[src/rtl/vscale_alu_arbiter_if.sv]
// Auxiliary requester port of the EX-stage ALU arbiter: request (operand select + op)
// and registered response handshake. The master modport is the requester side.
interface vscale_alu_arbiter_if #(
    parameter int XPR_LEN         = 32,
    parameter int SRC_B_SEL_WIDTH = 2,
    parameter int ALU_OP_WIDTH    = 4
);
    logic                       aux_req_valid;
    logic                       aux_req_ready;
    logic [SRC_B_SEL_WIDTH-1:0] aux_src_b_sel;
    logic [ALU_OP_WIDTH-1:0]    aux_alu_op;
    logic                       aux_resp_valid;
    logic                       aux_resp_ready;
    logic [XPR_LEN-1:0]         aux_resp_data;

    modport master (
        output aux_req_valid,
        output aux_src_b_sel,
        output aux_alu_op,
        output aux_resp_ready,
        input  aux_req_ready,
        input  aux_resp_valid,
        input  aux_resp_data
    );

    modport slave (
        input  aux_req_valid,
        input  aux_src_b_sel,
        input  aux_alu_op,
        input  aux_resp_ready,
        output aux_req_ready,
        output aux_resp_valid,
        output aux_resp_data
    );
endinterface

[src/rtl/vscale_alu_arbiter.sv]
// Shares the EX-stage ALU between the pipeline (priority) and one aux requester,
// forcing a one-cycle pipeline stall once the aux request has waited MAX_WAIT cycles.
module vscale_alu_arbiter #(
    parameter int XPR_LEN         = 32,
    parameter int MAX_WAIT        = 4,
    parameter int SRC_B_SEL_WIDTH = 2,
    parameter int ALU_OP_WIDTH    = 4
) (
    input  logic                       clk,
    input  logic                       reset_n,
    input  logic                       pipe_valid,
    input  logic                       pipe_stall_in,
    input  logic [SRC_B_SEL_WIDTH-1:0] pipe_src_b_sel,
    input  logic [ALU_OP_WIDTH-1:0]    pipe_alu_op,
    output logic                       pipe_stall,
    vscale_alu_arbiter_if.slave        aux,
    output logic                       aux_sel,
    output logic [SRC_B_SEL_WIDTH-1:0] src_b_sel,
    output logic [ALU_OP_WIDTH-1:0]    alu_op,
    input  logic [XPR_LEN-1:0]         alu_out
);
    localparam int CNT_W = $clog2(MAX_WAIT + 1);
    localparam logic [CNT_W-1:0] CNT_MAX = CNT_W'(MAX_WAIT);

    logic               resp_pending_q, resp_pending_d;
    logic [XPR_LEN-1:0] resp_data_q,    resp_data_d;
    logic [CNT_W-1:0]   wait_cnt_q,     wait_cnt_d;

    logic starve;
    logic pipe_busy;
    logic slot_free;
    logic grant;

    always_comb begin
        starve    = (wait_cnt_q >= CNT_MAX);
        pipe_busy = pipe_valid && !pipe_stall_in;
        // A new grant may overlap the cycle in which the previous response retires.
        slot_free = !resp_pending_q || aux.aux_resp_ready;
        grant     = reset_n && aux.aux_req_valid && slot_free && (!pipe_busy || starve);

        aux.aux_req_ready = grant;
        pipe_stall        = grant && pipe_busy;
        aux_sel           = grant;
        src_b_sel         = grant ? aux.aux_src_b_sel : pipe_src_b_sel;
        alu_op            = grant ? aux.aux_alu_op    : pipe_alu_op;
    end

    always_comb begin
        wait_cnt_d     = wait_cnt_q;
        resp_pending_d = resp_pending_q;
        resp_data_d    = resp_data_q;

        if (grant || !aux.aux_req_valid) begin
            wait_cnt_d = '0;
        end else if (!starve) begin
            wait_cnt_d = wait_cnt_q + 1'b1;
        end

        if (grant) begin
            resp_pending_d = 1'b1;
            resp_data_d    = alu_out;
        end else if (aux.aux_resp_ready) begin
            resp_pending_d = 1'b0;
        end
    end

    always_ff @(posedge clk or negedge reset_n) begin
        if (!reset_n) begin
            resp_pending_q <= 1'b0;
            resp_data_q    <= '0;
            wait_cnt_q     <= '0;
        end else begin
            resp_pending_q <= resp_pending_d;
            resp_data_q    <= resp_data_d;
            wait_cnt_q     <= wait_cnt_d;
        end
    end

    assign aux.aux_resp_valid = resp_pending_q;
    assign aux.aux_resp_data  = resp_data_q;
endmodule

[src/flat_wrapper.sv]
// flat-port wrapper written by rule: the top's interface ports become plain ports
module vscale_alu_arbiter_flat 
#(
    parameter int XPR_LEN         = 32,
    parameter int MAX_WAIT        = 4,
    parameter int SRC_B_SEL_WIDTH = 2,
    parameter int ALU_OP_WIDTH    = 4
)
  (clk, reset_n, pipe_valid, pipe_stall_in, pipe_src_b_sel, pipe_alu_op, pipe_stall, aux_sel, src_b_sel, alu_op, alu_out, aux_aux_req_valid, aux_aux_src_b_sel, aux_aux_alu_op, aux_aux_resp_ready, aux_aux_req_ready, aux_aux_resp_valid, aux_aux_resp_data);
  vscale_alu_arbiter_if #(.XPR_LEN(XPR_LEN), .SRC_B_SEL_WIDTH(SRC_B_SEL_WIDTH), .ALU_OP_WIDTH(ALU_OP_WIDTH)) aux_i ();
  input  logic clk;
  input  logic reset_n;
  input  logic pipe_valid;
  input  logic pipe_stall_in;
  input  logic [SRC_B_SEL_WIDTH-1:0] pipe_src_b_sel;
  input  logic [ALU_OP_WIDTH-1:0] pipe_alu_op;
  output logic pipe_stall;
  output logic aux_sel;
  output logic [SRC_B_SEL_WIDTH-1:0] src_b_sel;
  output logic [ALU_OP_WIDTH-1:0] alu_op;
  input  logic [XPR_LEN-1:0] alu_out;
  input wire logic [$bits(aux_i.aux_req_valid)-1:0] aux_aux_req_valid;
  input wire logic [$bits(aux_i.aux_src_b_sel)-1:0] aux_aux_src_b_sel;
  input wire logic [$bits(aux_i.aux_alu_op)-1:0] aux_aux_alu_op;
  input wire logic [$bits(aux_i.aux_resp_ready)-1:0] aux_aux_resp_ready;
  output wire logic [$bits(aux_i.aux_req_ready)-1:0] aux_aux_req_ready;
  output wire logic [$bits(aux_i.aux_resp_valid)-1:0] aux_aux_resp_valid;
  output wire logic [$bits(aux_i.aux_resp_data)-1:0] aux_aux_resp_data;
  assign aux_i.aux_req_valid = aux_aux_req_valid;
  assign aux_i.aux_src_b_sel = aux_aux_src_b_sel;
  assign aux_i.aux_alu_op = aux_aux_alu_op;
  assign aux_i.aux_resp_ready = aux_aux_resp_ready;
  assign aux_aux_req_ready = aux_i.aux_req_ready;
  assign aux_aux_resp_valid = aux_i.aux_resp_valid;
  assign aux_aux_resp_data = aux_i.aux_resp_data;
  vscale_alu_arbiter #(.XPR_LEN(XPR_LEN), .MAX_WAIT(MAX_WAIT), .SRC_B_SEL_WIDTH(SRC_B_SEL_WIDTH), .ALU_OP_WIDTH(ALU_OP_WIDTH)) u_core (.clk(clk), .reset_n(reset_n), .pipe_valid(pipe_valid), .pipe_stall_in(pipe_stall_in), .pipe_src_b_sel(pipe_src_b_sel), .pipe_alu_op(pipe_alu_op), .pipe_stall(pipe_stall), .aux(aux_i), .aux_sel(aux_sel), .src_b_sel(src_b_sel), .alu_op(alu_op), .alu_out(alu_out));
endmodule
[config.mk]
export PLATFORM = sky130hd
export DESIGN_NAME = vscale_alu_arbiter_flat
export DESIGN_NICKNAME = d
export VERILOG_FILES = /design/src/rtl/vscale_alu_arbiter_if.sv /design/src/rtl/vscale_alu_arbiter.sv /design/src/flat_wrapper.sv
export SDC_FILE = /design/constraint.sdc
export NUM_CORES = 1
export LEC_CHECK = 0
export CAP_MARGIN = 20
export CORE_ASPECT_RATIO = 1.75
export CORE_MARGIN = 2
export CORE_UTILIZATION = 38
export CTS_CLUSTER_SIZE = 24
export DETAILED_ROUTE_END_ITERATION = 16
export PLACE_DENSITY = 0.76
export RECOVER_POWER = 50
export SYNTH_ARGS = -nofsm -noshare
export SYNTH_HDL_FRONTEND = slang
export SYNTH_SLANG_ARGS = --single-unit
[constraint.sdc]
create_clock -name clk -period 1.9 [get_ports clk]
set_input_delay 0.285 -clock clk [delete_from_list [all_inputs] [get_ports clk]]
set_output_delay 0.285 -clock clk [all_outputs]
set_load 0.01 [all_outputs]
==> results.sh, run 1 <==
export IMPL_status="finished with violations"
export IMPL_violations="negative setup slack"
export IMPL_rsz0062_at_grt="true"
export IMPL_synth_adder_area_share=0.0155
export IMPL_max_freq_ghz=0.523
export IMPL_fp_dieW_um=53.3
export IMPL_synth_compound_area_share=0.0224
export IMPL_cp_start_kind="flip-flop"
export IMPL_setup_viol=4
export IMPL_fillers=329
export IMPL_multiInputGateArea_um2=686
export IMPL_ys_flop_type="dfrtp_1"
export IMPL_ant_nets=0
export IMPL_cts_max_level=2
export IMPL_yosysWarnings=0
export IMPL_drv_slew=0
export IMPL_grt_pass1_wl_um=6620
export IMPL_cts_tree="built"
export IMPL_synthSimpleGateAreaFrac=0.0248
export IMPL_cts_sinks=36
export IMPL_antenna_found_initial=0
export IMPL_layout_nets=253
export IMPL_ys_top_cells_by_area="dfrtp_1, mux2_4, mux2_2"
export IMPL_hold_ws_ns=0.377
export IMPL_slowest_stage="dfrtp_1"
export IMPL_netlist_instances=94
export IMPL_row_count=31
export IMPL_postPlaceCellArea_mm2=0.00258
export IMPL_detail_route_wl_per_cell_um=15.7
export IMPL_die_h_um=90.3
export IMPL_critPathKind="reg -> out"
export IMPL_fin_area_mm2=0.00278
export IMPL_num_antenna_cells=0
export IMPL_grt_pass1_vias=1360
export IMPL_start_util=0.393
export IMPL_min_period_ns=1.91
export IMPL_coreArea_mm2=0.00411
export IMPL_grt_max_degree=37
export IMPL_worstPathArrival_ns=1.63
export IMPL_async_reset_ff_frac=1.00
export IMPL_end_kind="output pin"
export IMPL_fin_skew_ns=0.00313
export IMPL_clkLatencyLatePin_ns=0.28
export IMPL_crit_family="flip-flops"
export IMPL_via_per_inst=4.63
export IMPL_p_leak_nw=1.27
export IMPL_peakVddDrop_uv=557
export IMPL_place_gp_congestion=0.714
export IMPL_die_area_mm2=0.00481
export IMPL_critPathRequiredTime_ns=1.62
export IMPL_drt_total_wl_um=3950
export IMPL_overflow=0
export IMPL_yosysTopAreaCell="dfrtp_1"
export IMPL_synth_most_common_cell="dfrtp_1"
export IMPL_syn_nets=146
export IMPL_synthToLayoutAreaGrowth_pct=71.7
export IMPL_globalRouteTotalUtil=0.183
export IMPL_worstMarginPinSlew_ns=0.904
export IMPL_ys_seq_area_frac=0.557
export IMPL_power_density_mw_per_mm2=871
export IMPL_hold_class="in -> async"
export IMPL_critPathMaxStageDelay_ns=0.42
export IMPL_dp_hpwl_um=2920
export IMPL_synth_area_mm2=0.00162
export IMPL_seq_area_um2=901
export IMPL_numCtsBuffers=5
export IMPL_placed_cells=235
export IMPL_portBuffers=91
export IMPL_synth_mux_area_frac=0.339
export IMPL_fin_cells=251
export IMPL_ys_ff_latch=36
export IMPL_yosys_top_cells_count="dfrtp_1, mux2_4, mux2_2"
export IMPL_firstDrtPassIters=3
export IMPL_crit_top_cell="buf_6"
export IMPL_path_buf_inv=2
export IMPL_slew_headroom=0.397
export IMPL_synth_area_per_cell_um2=17.2
export IMPL_vias=1163
export IMPL_synth_top_family_by_area="multiplexers"
export IMPL_layout_setup_ws_ns=-0.0116
export IMPL_finish_utilization=0.675
export IMPL_ios=92
export IMPL_drc=0
export IMPL_synthXorXnorAreaFrac=0.00542
export IMPL_pre_cts_ws_ns=-0.427
export IMPL_crit_chain="o2111ai_4 -> buf_6 -> mux2_4 -> buf_6"
export IMPL_synth_top_area_share=0.557
export IMPL_clockBufferDepth=2
export IMPL_max_cap_violations=0
export IMPL_synth_cell_type_count=17
export IMPL_worst_path_max_fanout=7
export IMPL_root_buffer="clkbuf_8"
export IMPL_finalCritPeriodShare=1.01
export IMPL_drive_gt1_frac=0.361
export IMPL_synth_edff_count=0
export IMPL_hold_viol_final=0
export IMPL_cts_clk_slew_worst_paths_ns=0.07
export IMPL_hold_buffers=0
export IMPL_drt_iter0_drc=7
[cell type report]
cell class                 instances  share of cell area
tap                               49              0.0221
clock buffer                       7              0.0311
timing repair buffer             105               0.368
sequential                        36               0.324
multi-input combinational         50               0.247
inverter                           3             0.00496
clock inverter                     1             0.00270
[state kept, by name (all words and copies together) (netlist names)]
register and flops:
u_core.wait_cnt_q 3, u_core.aux.aux_resp_valid 1, u_core.aux.aux_resp_data 32
[kinds of logic after synthesis]
group	after synthesis
AO/OA/AOI/OAI	2
XOR/XNOR	1
adder cells (fa/ha/maj)	2
buffers and inverters	8
flip-flops	36
multiplexers	39
AND/OR/NAND/NOR	6
[cell usage in the layout, fill, tap and decap left out]
cell and instances:
mux2_2 4, nand2_1 1, clkbuf_2 1, dfrtp_1 36, inv_1 2, clkdlybuf4s50_1 64, buf_2 3, o211a_1 1
clkinvlp_4 1, inv_4 1, buf_8 1, clkbuf_1 3, clkbuf_8 6, mux2_4 35, and3_1 2, o2111ai_4 1
buf_6 12, nand2b_2 1, xnor2_1 1, nand2b_4 1, dlygate4sd2_1 4, buf_4 5, dlygate4sd3_1 13, ha_1 2
nor2_2 1
[metal layers]
layer | routed length (um) | share of wire | GRT usage
met1 | 1400 | 0.35 | 0.209
met2 | 2260 | 0.57 | 0.326
met3 | 243 | 0.061 | 0.0298
met4 | 51 | 0.013 | 0.0641
met5 | 0 | 0 | 0
[worst paths after layout]
path | startpoint | endpoint | slack, ns | cells after the start
max in group asynchronous | reset_n | u_core.aux.aux_resp_data[26] | 0.97 | 2
min in group clk | u_core.aux.aux_resp_data[30] | u_core.aux.aux_resp_data[30] | 0.51 | 1
min | reset_n | u_core.aux.aux_resp_data[28] | 0.38 | 2
min reg2reg | u_core.aux.aux_resp_data[30] | u_core.aux.aux_resp_data[30] | 0.51 | 1
max reg2reg | u_core.aux.aux_resp_valid | u_core.aux.aux_resp_data[28] | 0.10 | 7
max | u_core.wait_cnt_q[2] | alu_op[3] | -0.01 | 4
[what timing repair did]
item | 4_1_cts | 5_1_grt
setup endpoints to repair | 28 | 33
pin swaps | 1 | 1
gates resized for setup | 57 | 7
buffers inserted | 8 | 0
hold endpoints to repair | 0 | 0
[report_power, final]
part           leakage (nW)  internal (mW)  total (mW)  switching [mW]
clock                0.0445          0.295       0.557           0.263
sequential            0.429          0.923        1.01          0.0889
combinational         0.800          0.578       0.848           0.269
[metrics by stage]
step | setup TNS, ns | power (mW)
finish | -0.0262 | 2.42
global route | -0.385 | 2.56
CTS | -0.0552 | 2.48
detailed placement | -12.64 | 1.88
global placement | -10.63 | 1.86
floorplan | 0 | 1.38
Note: power is estimated with default switching activity, not from simulation.
==> run 2: changes to the inputs <==
--- a/config.mk
+++ b/config.mk
@@ -7,11 +7,11 @@
 export LEC_CHECK = 0
 export CAP_MARGIN = 20
 export CORE_ASPECT_RATIO = 1.75
-export CORE_MARGIN = 2
-export CORE_UTILIZATION = 38
+export CORE_UTILIZATION = 39
+export CTS_BUF_LIST = sky130_fd_sc_hd__clkbuf_4
 export CTS_CLUSTER_SIZE = 24
 export DETAILED_ROUTE_END_ITERATION = 16
-export PLACE_DENSITY = 0.76
+export PLACE_DENSITY = 0.78
 export RECOVER_POWER = 50
 export SYNTH_ARGS = -nofsm -noshare
 export SYNTH_HDL_FRONTEND = slang
==> run 2 against run 1 <==
Compared with the run above: the run still ends with negative setup slack left; register-to-register slack better by 0.04 ns; fmax shrank 2.1%; largest power group unchanged; critical path depth unchanged; core utilization grew 3.9 points; clock skew grew 0.0072 ns; via count rose by 3.2%; sequential share of layout area fell by 0.16 points; clock power fell by 32%; non-clock buffer count grew 2; hold slack lost 0.061 ns; combinational power increased by 5.7%; clock-buffer cell count down 1.
==> results.sh, run 2 (synthesized netlist as in run 1, its figures left out) <==
export IMPL_ant_nets=0
export IMPL_overflow=0
export IMPL_final_cell_mix="clkdlybuf4s50_1, dfrtp_1, mux2_4, buf_6, clkbuf_4"
export IMPL_postPlaceCellArea_mm2=0.00259
export IMPL_hold_viol_final=0
export IMPL_cts_tree="built"
export IMPL_power_mw=2.29
export IMPL_cts_max_level=2
export IMPL_grt_max_degree=37
export IMPL_vias=1200
export IMPL_firstDrtPassIters=2
export IMPL_largest_register_ffs=32
export IMPL_detail_route_wl_per_cell_um=16.1
export IMPL_globalRouteTotalUtil=0.200
export IMPL_min_period_ns=1.95
export IMPL_slew_headroom=0.419
export IMPL_fp_dieW_um=50.7
export IMPL_power_density_mw_per_mm2=821
export IMPL_fin_cells=251
export IMPL_critPathMaxStageDelay_ns=0.43
export IMPL_cp_start_kind="flip-flop"
export IMPL_critPathKind="reg -> out"
export IMPL_clockBufferDepth=2
export IMPL_hold_class="in -> async"
export IMPL_worst_path_max_fanout=6
export IMPL_final_common_cell="clkdlybuf4s50_1"
export IMPL_peakVddDrop_uv=541
export IMPL_die_area_mm2=0.00442
export IMPL_antenna_found_initial=0
export IMPL_drv_slew=0
export IMPL_ios=92
export IMPL_layout_nets=255
export IMPL_violations="negative setup slack"
export IMPL_numCtsBuffers=5
export IMPL_wl_met2_um=2440
export IMPL_drt_met1_wl_um=1270
export IMPL_pre_cts_ws_ns=-0.427
export IMPL_crit_chain="o2111ai_4 -> buf_6 -> mux2_4 -> buf_6"
export IMPL_finalCritPeriodShare=1.03
export IMPL_p_leak_nw=1.28
export IMPL_coreArea_mm2=0.00390
export IMPL_drt_total_wl_um=4050
export IMPL_max_freq_ghz=0.512
export IMPL_hold_buffers=0
export IMPL_clkLatencyLatePin_ns=0.33
export IMPL_max_cap_violations=0
export IMPL_reg2reg_setup_slack_ns=0.14
export IMPL_critPathRequiredTime_ns=1.62
export IMPL_cts_sinks=36
export IMPL_placed_cells=235
export IMPL_grt_pass1_wl_um=6410
export IMPL_crit_top_cell="buf_6"
export IMPL_setup_tns_ns=-0.266
export IMPL_via_per_inst=4.78
export IMPL_wl_met3_um=226
export IMPL_synthToLayoutAreaGrowth_pct=72.6
export IMPL_start_util=0.414
export IMPL_fin_area_mm2=0.00279
export IMPL_portBuffers=91
export IMPL_num_antenna_cells=0
export IMPL_rsz0062_at_grt="true"
export IMPL_end_kind="output pin"
export IMPL_highest_layer="met4"
export IMPL_drt_iter0_drc=7
export IMPL_cts_clk_slew_worst_paths_ns=0.10
export IMPL_fin_skew_ns=0.0103
export IMPL_worstPathArrival_ns=1.67
export IMPL_worstMarginPinSlew_ns=0.872
export IMPL_layout_setup_ws_ns=-0.0526
export IMPL_status="finished with violations"
export IMPL_setup_viol=6
export IMPL_place_gp_congestion=0.727
export IMPL_multiInputGateArea_um2=696
export IMPL_root_buffer="clkbuf_4"
export IMPL_seq_area_um2=901
export IMPL_row_count=30
export IMPL_slowest_stage="dfrtp_1"
export IMPL_drive_gt1_frac=0.374
export IMPL_dp_hpwl_um=3000
export IMPL_die_h_um=87.2
export IMPL_grt_pass1_vias=1336
export IMPL_fillers=266
export IMPL_drc=0
-- run 2: layout make-up --
cell class                 count  share of cell area
clock buffer                   6              0.0161
clock inverter                 1             0.00179
inverter                       3             0.00583
multi-input combinational     50               0.249
sequential                    36               0.323
tap                           48              0.0215
timing repair buffer         107               0.383
-- run 2: stage by stage --
| step | hold WS, ns | util |
|---|---|---|
| final | 0.316 | 0.715 |
| after global routing | 0.382 | 0.715 |
| after CTS | 0.0633 | 0.702 |
| after detailed placement | 0.437 | 0.663 |
| after global placement | 0.423 | 0.663 |
| after floorplan | -0.0106 | - |
-- run 2: worst max-delay path, delay by kind of cell (launching register included) --
family | cells | cell delay (ns)
multiplexers | 1 | 0.30
buffers and inverters | 2 | 0.28
AO/OA/AOI/OAI | 1 | 0.34
flip-flops | 1 | 0.43
-- run 2: timing repair --
action                     CTS  global route
setup endpoints to repair    9            27
pin swaps                    1             1
gates resized for setup     58            11
setup buffers                8             1
-- run 2: where the power goes --
| group | switching [mW] | internal (mW) |
|---|---|---|
| Clock | 0.231 | 0.151 |
| Sequential | 0.0923 | 0.922 |
| Combinational | 0.281 | 0.615 |
| Total | 0.604 | 1.69 |
-- run 2: routing by layer --
metal	vias up	global-route usage
li1	541	-
met1	586	0.200
met2	61	0.375
met3	12	0.0506
met4	0	0.0934
met5	-	0
-- run 2: worst paths after layout --
path                                                end  cells after the start                          from
max in group asynchronous  u_core.aux.aux_resp_data[27]                      2                       reset_n
min in group clk              u_core.aux.aux_resp_valid                      4            aux_aux_resp_ready
max                                        src_b_sel[1]                      4          u_core.wait_cnt_q[2]
max reg2reg                u_core.aux.aux_resp_data[28]                      7     u_core.aux.aux_resp_valid
min reg2reg                u_core.aux.aux_resp_data[19]                      1  u_core.aux.aux_resp_data[19]
min                           u_core.aux.aux_resp_valid                      2                       reset_n
==> run 3: changes to the inputs <==
--- a/config.mk
+++ b/config.mk
@@ -11,7 +11,7 @@
 export CTS_BUF_LIST = sky130_fd_sc_hd__clkbuf_4
 export CTS_CLUSTER_SIZE = 24
 export DETAILED_ROUTE_END_ITERATION = 16
-export PLACE_DENSITY = 0.78
+export PLACE_DENSITY = 0.82
 export RECOVER_POWER = 50
 export SYNTH_ARGS = -nofsm -noshare
 export SYNTH_HDL_FRONTEND = slang
==> constraint.sdc (replaced) <==
create_clock -name clk -period 2.2 [get_ports clk]
set_input_delay 0.33 -clock clk [delete_from_list [all_inputs] [get_ports clk]]
set_output_delay 0.33 -clock clk [all_outputs]
set_load 0.01 [all_outputs]
==> run 3 against run 2 <==
Compared with the run above: the flow now finishes without violations; non-clock buffer count shrank 5; worst setup slack improved by 0.15 ns; register-to-register slack improved by 0.21 ns; clock-buffer cell count is the same; critical path depth up 3; critical path type is now in -> out; critical endpoint is now alu_op[2].
==> results.sh, run 3 (synthesized netlist as in run 1, its figures left out) <==
export IMPL_grt_pass1_wl_um=6280
export IMPL_crit_family="buffers and inverters"
export IMPL_pre_cts_ws_ns=-0.203
export IMPL_fp_dieW_um=50.7
export IMPL_met3_usage=0.0576
export IMPL_grt_max_degree=37
export IMPL_critPathMaxStageDelay_ns=0.47
export IMPL_firstDrtPassIters=2
export IMPL_grt_busiest_layer="met2"
export IMPL_cp_start_kind="primary input"
export IMPL_power_density_mw_per_mm2=723
export IMPL_drt_total_wl_um=4090
export IMPL_p_leak_nw=1.23
export IMPL_cts_max_level=2
export IMPL_power_mw=1.93
export IMPL_finalCritPeriodShare=0.956
export IMPL_fillers=307
export IMPL_final_common_cell="clkdlybuf4s50_1"
export IMPL_antenna_found_initial=0
export IMPL_grtUsageMet2=0.379
export IMPL_setup_viol=0
export IMPL_use_met1=0.195
export IMPL_layout_setup_ws_ns=0.0963
export IMPL_ant_nets=0
export IMPL_worstRegToRegCells=6
export IMPL_row_count=30
export IMPL_max_freq_ghz=0.475
export IMPL_hold_viol_final=0
export IMPL_path_buf_inv=4
export IMPL_hold_class="in -> async"
export IMPL_reg2reg_setup_slack_ns=0.35
export IMPL_slowest_stage="clkdlybuf4s50_1"
export IMPL_final_cell_mix="clkdlybuf4s50_1, dfrtp_1, mux2_4, dlygate4sd3_1, mux2_2"
export IMPL_overflow=0
export IMPL_min_period_ns=2.10
export IMPL_end_kind="output pin"
export IMPL_start_util=0.414
export IMPL_status="finished, final reports clean"
export IMPL_cts_sinks=36
export IMPL_rsz0062_at_grt="false"
export IMPL_die_area_mm2=0.00442
export IMPL_cts_tree="built"
export IMPL_max_cap_violations=0
export IMPL_reg2reg_to="u_core.aux.aux_resp_data[26]"
export IMPL_place_gp_congestion=0.764
export IMPL_vias=1186
export IMPL_cts_clk_slew_worst_paths_ns=0.11
export IMPL_die_h_um=87.2
export IMPL_crit_top_cell="buf_6"
export IMPL_via_per_inst=4.80
export IMPL_r2r_start="u_core.aux.aux_resp_valid"
export IMPL_detail_route_wl_per_cell_um=16.6
export IMPL_drive_gt1_frac=0.332
export IMPL_dp_hpwl_um=3140
export IMPL_switching_power_uw=525
export IMPL_worstPathArrival_ns=1.77
export IMPL_combPwrFrac=0.370
export IMPL_clockBufferDepth=2
export IMPL_sw_frac_of_total=0.271
export IMPL_num_antenna_cells=0
export IMPL_crit_chain="clkdlybuf4s50_1 -> nand2b_4 -> o2111ai_4 -> buf_6 -> buf_6 -> mux2_2 -> buf_6"
export IMPL_pwr_share_seq=0.452
export IMPL_synthToLayoutAreaGrowth_pct=65.5
export IMPL_slew_headroom=0.413
export IMPL_numCtsBuffers=5
export IMPL_finish_utilization=0.685
export IMPL_worst_path_max_fanout=5
export IMPL_critPathRequiredTime_ns=1.87
export IMPL_fin_skew_ns=0.0137
export IMPL_portBuffers=91
export IMPL_root_buffer="clkbuf_4"
export IMPL_drv_slew=0
export IMPL_p_int_mw=1.41
export IMPL_globalRouteTotalUtil=0.199
export IMPL_largest_register_ffs=32
export IMPL_hold_ws_ns=0.332
export IMPL_postPlaceCellArea_mm2=0.00258
export IMPL_clkLatencyLatePin_ns=0.34
export IMPL_ios=92
export IMPL_drc=0
export IMPL_critPathKind="in -> out"
export IMPL_pwr_share_clk=0.178
export IMPL_worstMarginPinSlew_ns=0.880
export IMPL_drt_iter0_drc=9
export IMPL_layout_nets=250
export IMPL_grt_pass1_vias=1272
export IMPL_fin_area_mm2=0.00268
export IMPL_peakVddDrop_uv=677
export IMPL_coreArea_mm2=0.00390
run 3: cell count changes in the layout (fill, tap and decap cells not counted), sizes merged:
cell,change
clkinvlp,+1
clkdlybuf4s50,-16
dlymetal6s2s,+1
clkbuf,+4
buf,-13
dlygate4sd2,+2
dlygate4sd3,+17
run 3: layout make-up:
class,count,area [um2],share of cell area
timing repair buffer,102,981,0.367
clock inverter,2,11.3,0.00421
tap,48,60.1,0.0225
multi-input combinational,50,666,0.249
inverter,3,11.3,0.00421
sequential,36,901,0.337
clock buffer,6,45.0,0.0168
run 3: how the worst max path moves through the flow:
stage | slack [ns] | cells after the start | end | from
5_1_grt | 0.01 | 5 | alu_op[0] | u_core.wait_cnt_q[2]
4_1_cts | -0.07 | 7 | alu_op[2] | pipe_stall_in
6_report | 0.1 | 7 | alu_op[2] | aux_aux_resp_ready
2_1_floorplan | 0.62 | 4 | alu_op[0] | pipe_stall_in
3_5_place_dp | -0.20 | 5 | alu_op[1] | pipe_valid
3_3_place_gp | -0.16 | 5 | alu_op[3] | pipe_valid
run 3: power groups by stage:
stage	combinational, mW	sequential (mW)	clock, mW
floorplan	0.251	0.942	0
global placement	0.722	0.878	0
detailed placement	0.744	0.890	0
CTS	0.750	0.880	0.357
global route	0.757	0.890	0.387
finish	0.716	0.875	0.344
run 3: worst register-to-register path: stages, from the launching register on:
cell and delay [ns]:
dfrtp_1 0.45, nand2b_4 0.12, o2111ai_4 0.18, buf_4 0.21
inv_2 0.09, buf_4 0.32, mux2_2 0.39
run 3: layer usage:
layer	vias up	share of wire	wire (um)
li1	532	-	-
met1	583	0.32	1300
met5	-	0	0
met3	7	0.062	252
met2	64	0.60	2460
met4	0	0.021	85
run 3: what timing repair did:
item / 4_1_cts / 5_1_grt
cloned: 0 / 0
hold buffers: 0 / 0
endpoints found under the setup margin: 9 / 5
pin swaps: 1 / 1
buffers inserted: 4 / 1
gates resized for setup: 17 / 12
run 3: metrics by stage:
step                TNS (ns)  cells
global route               0    247
global placement       -1.38    234
CTS                   -0.160    246
detailed placement     -2.93    234
finish                     0    247
floorplan                  0     94
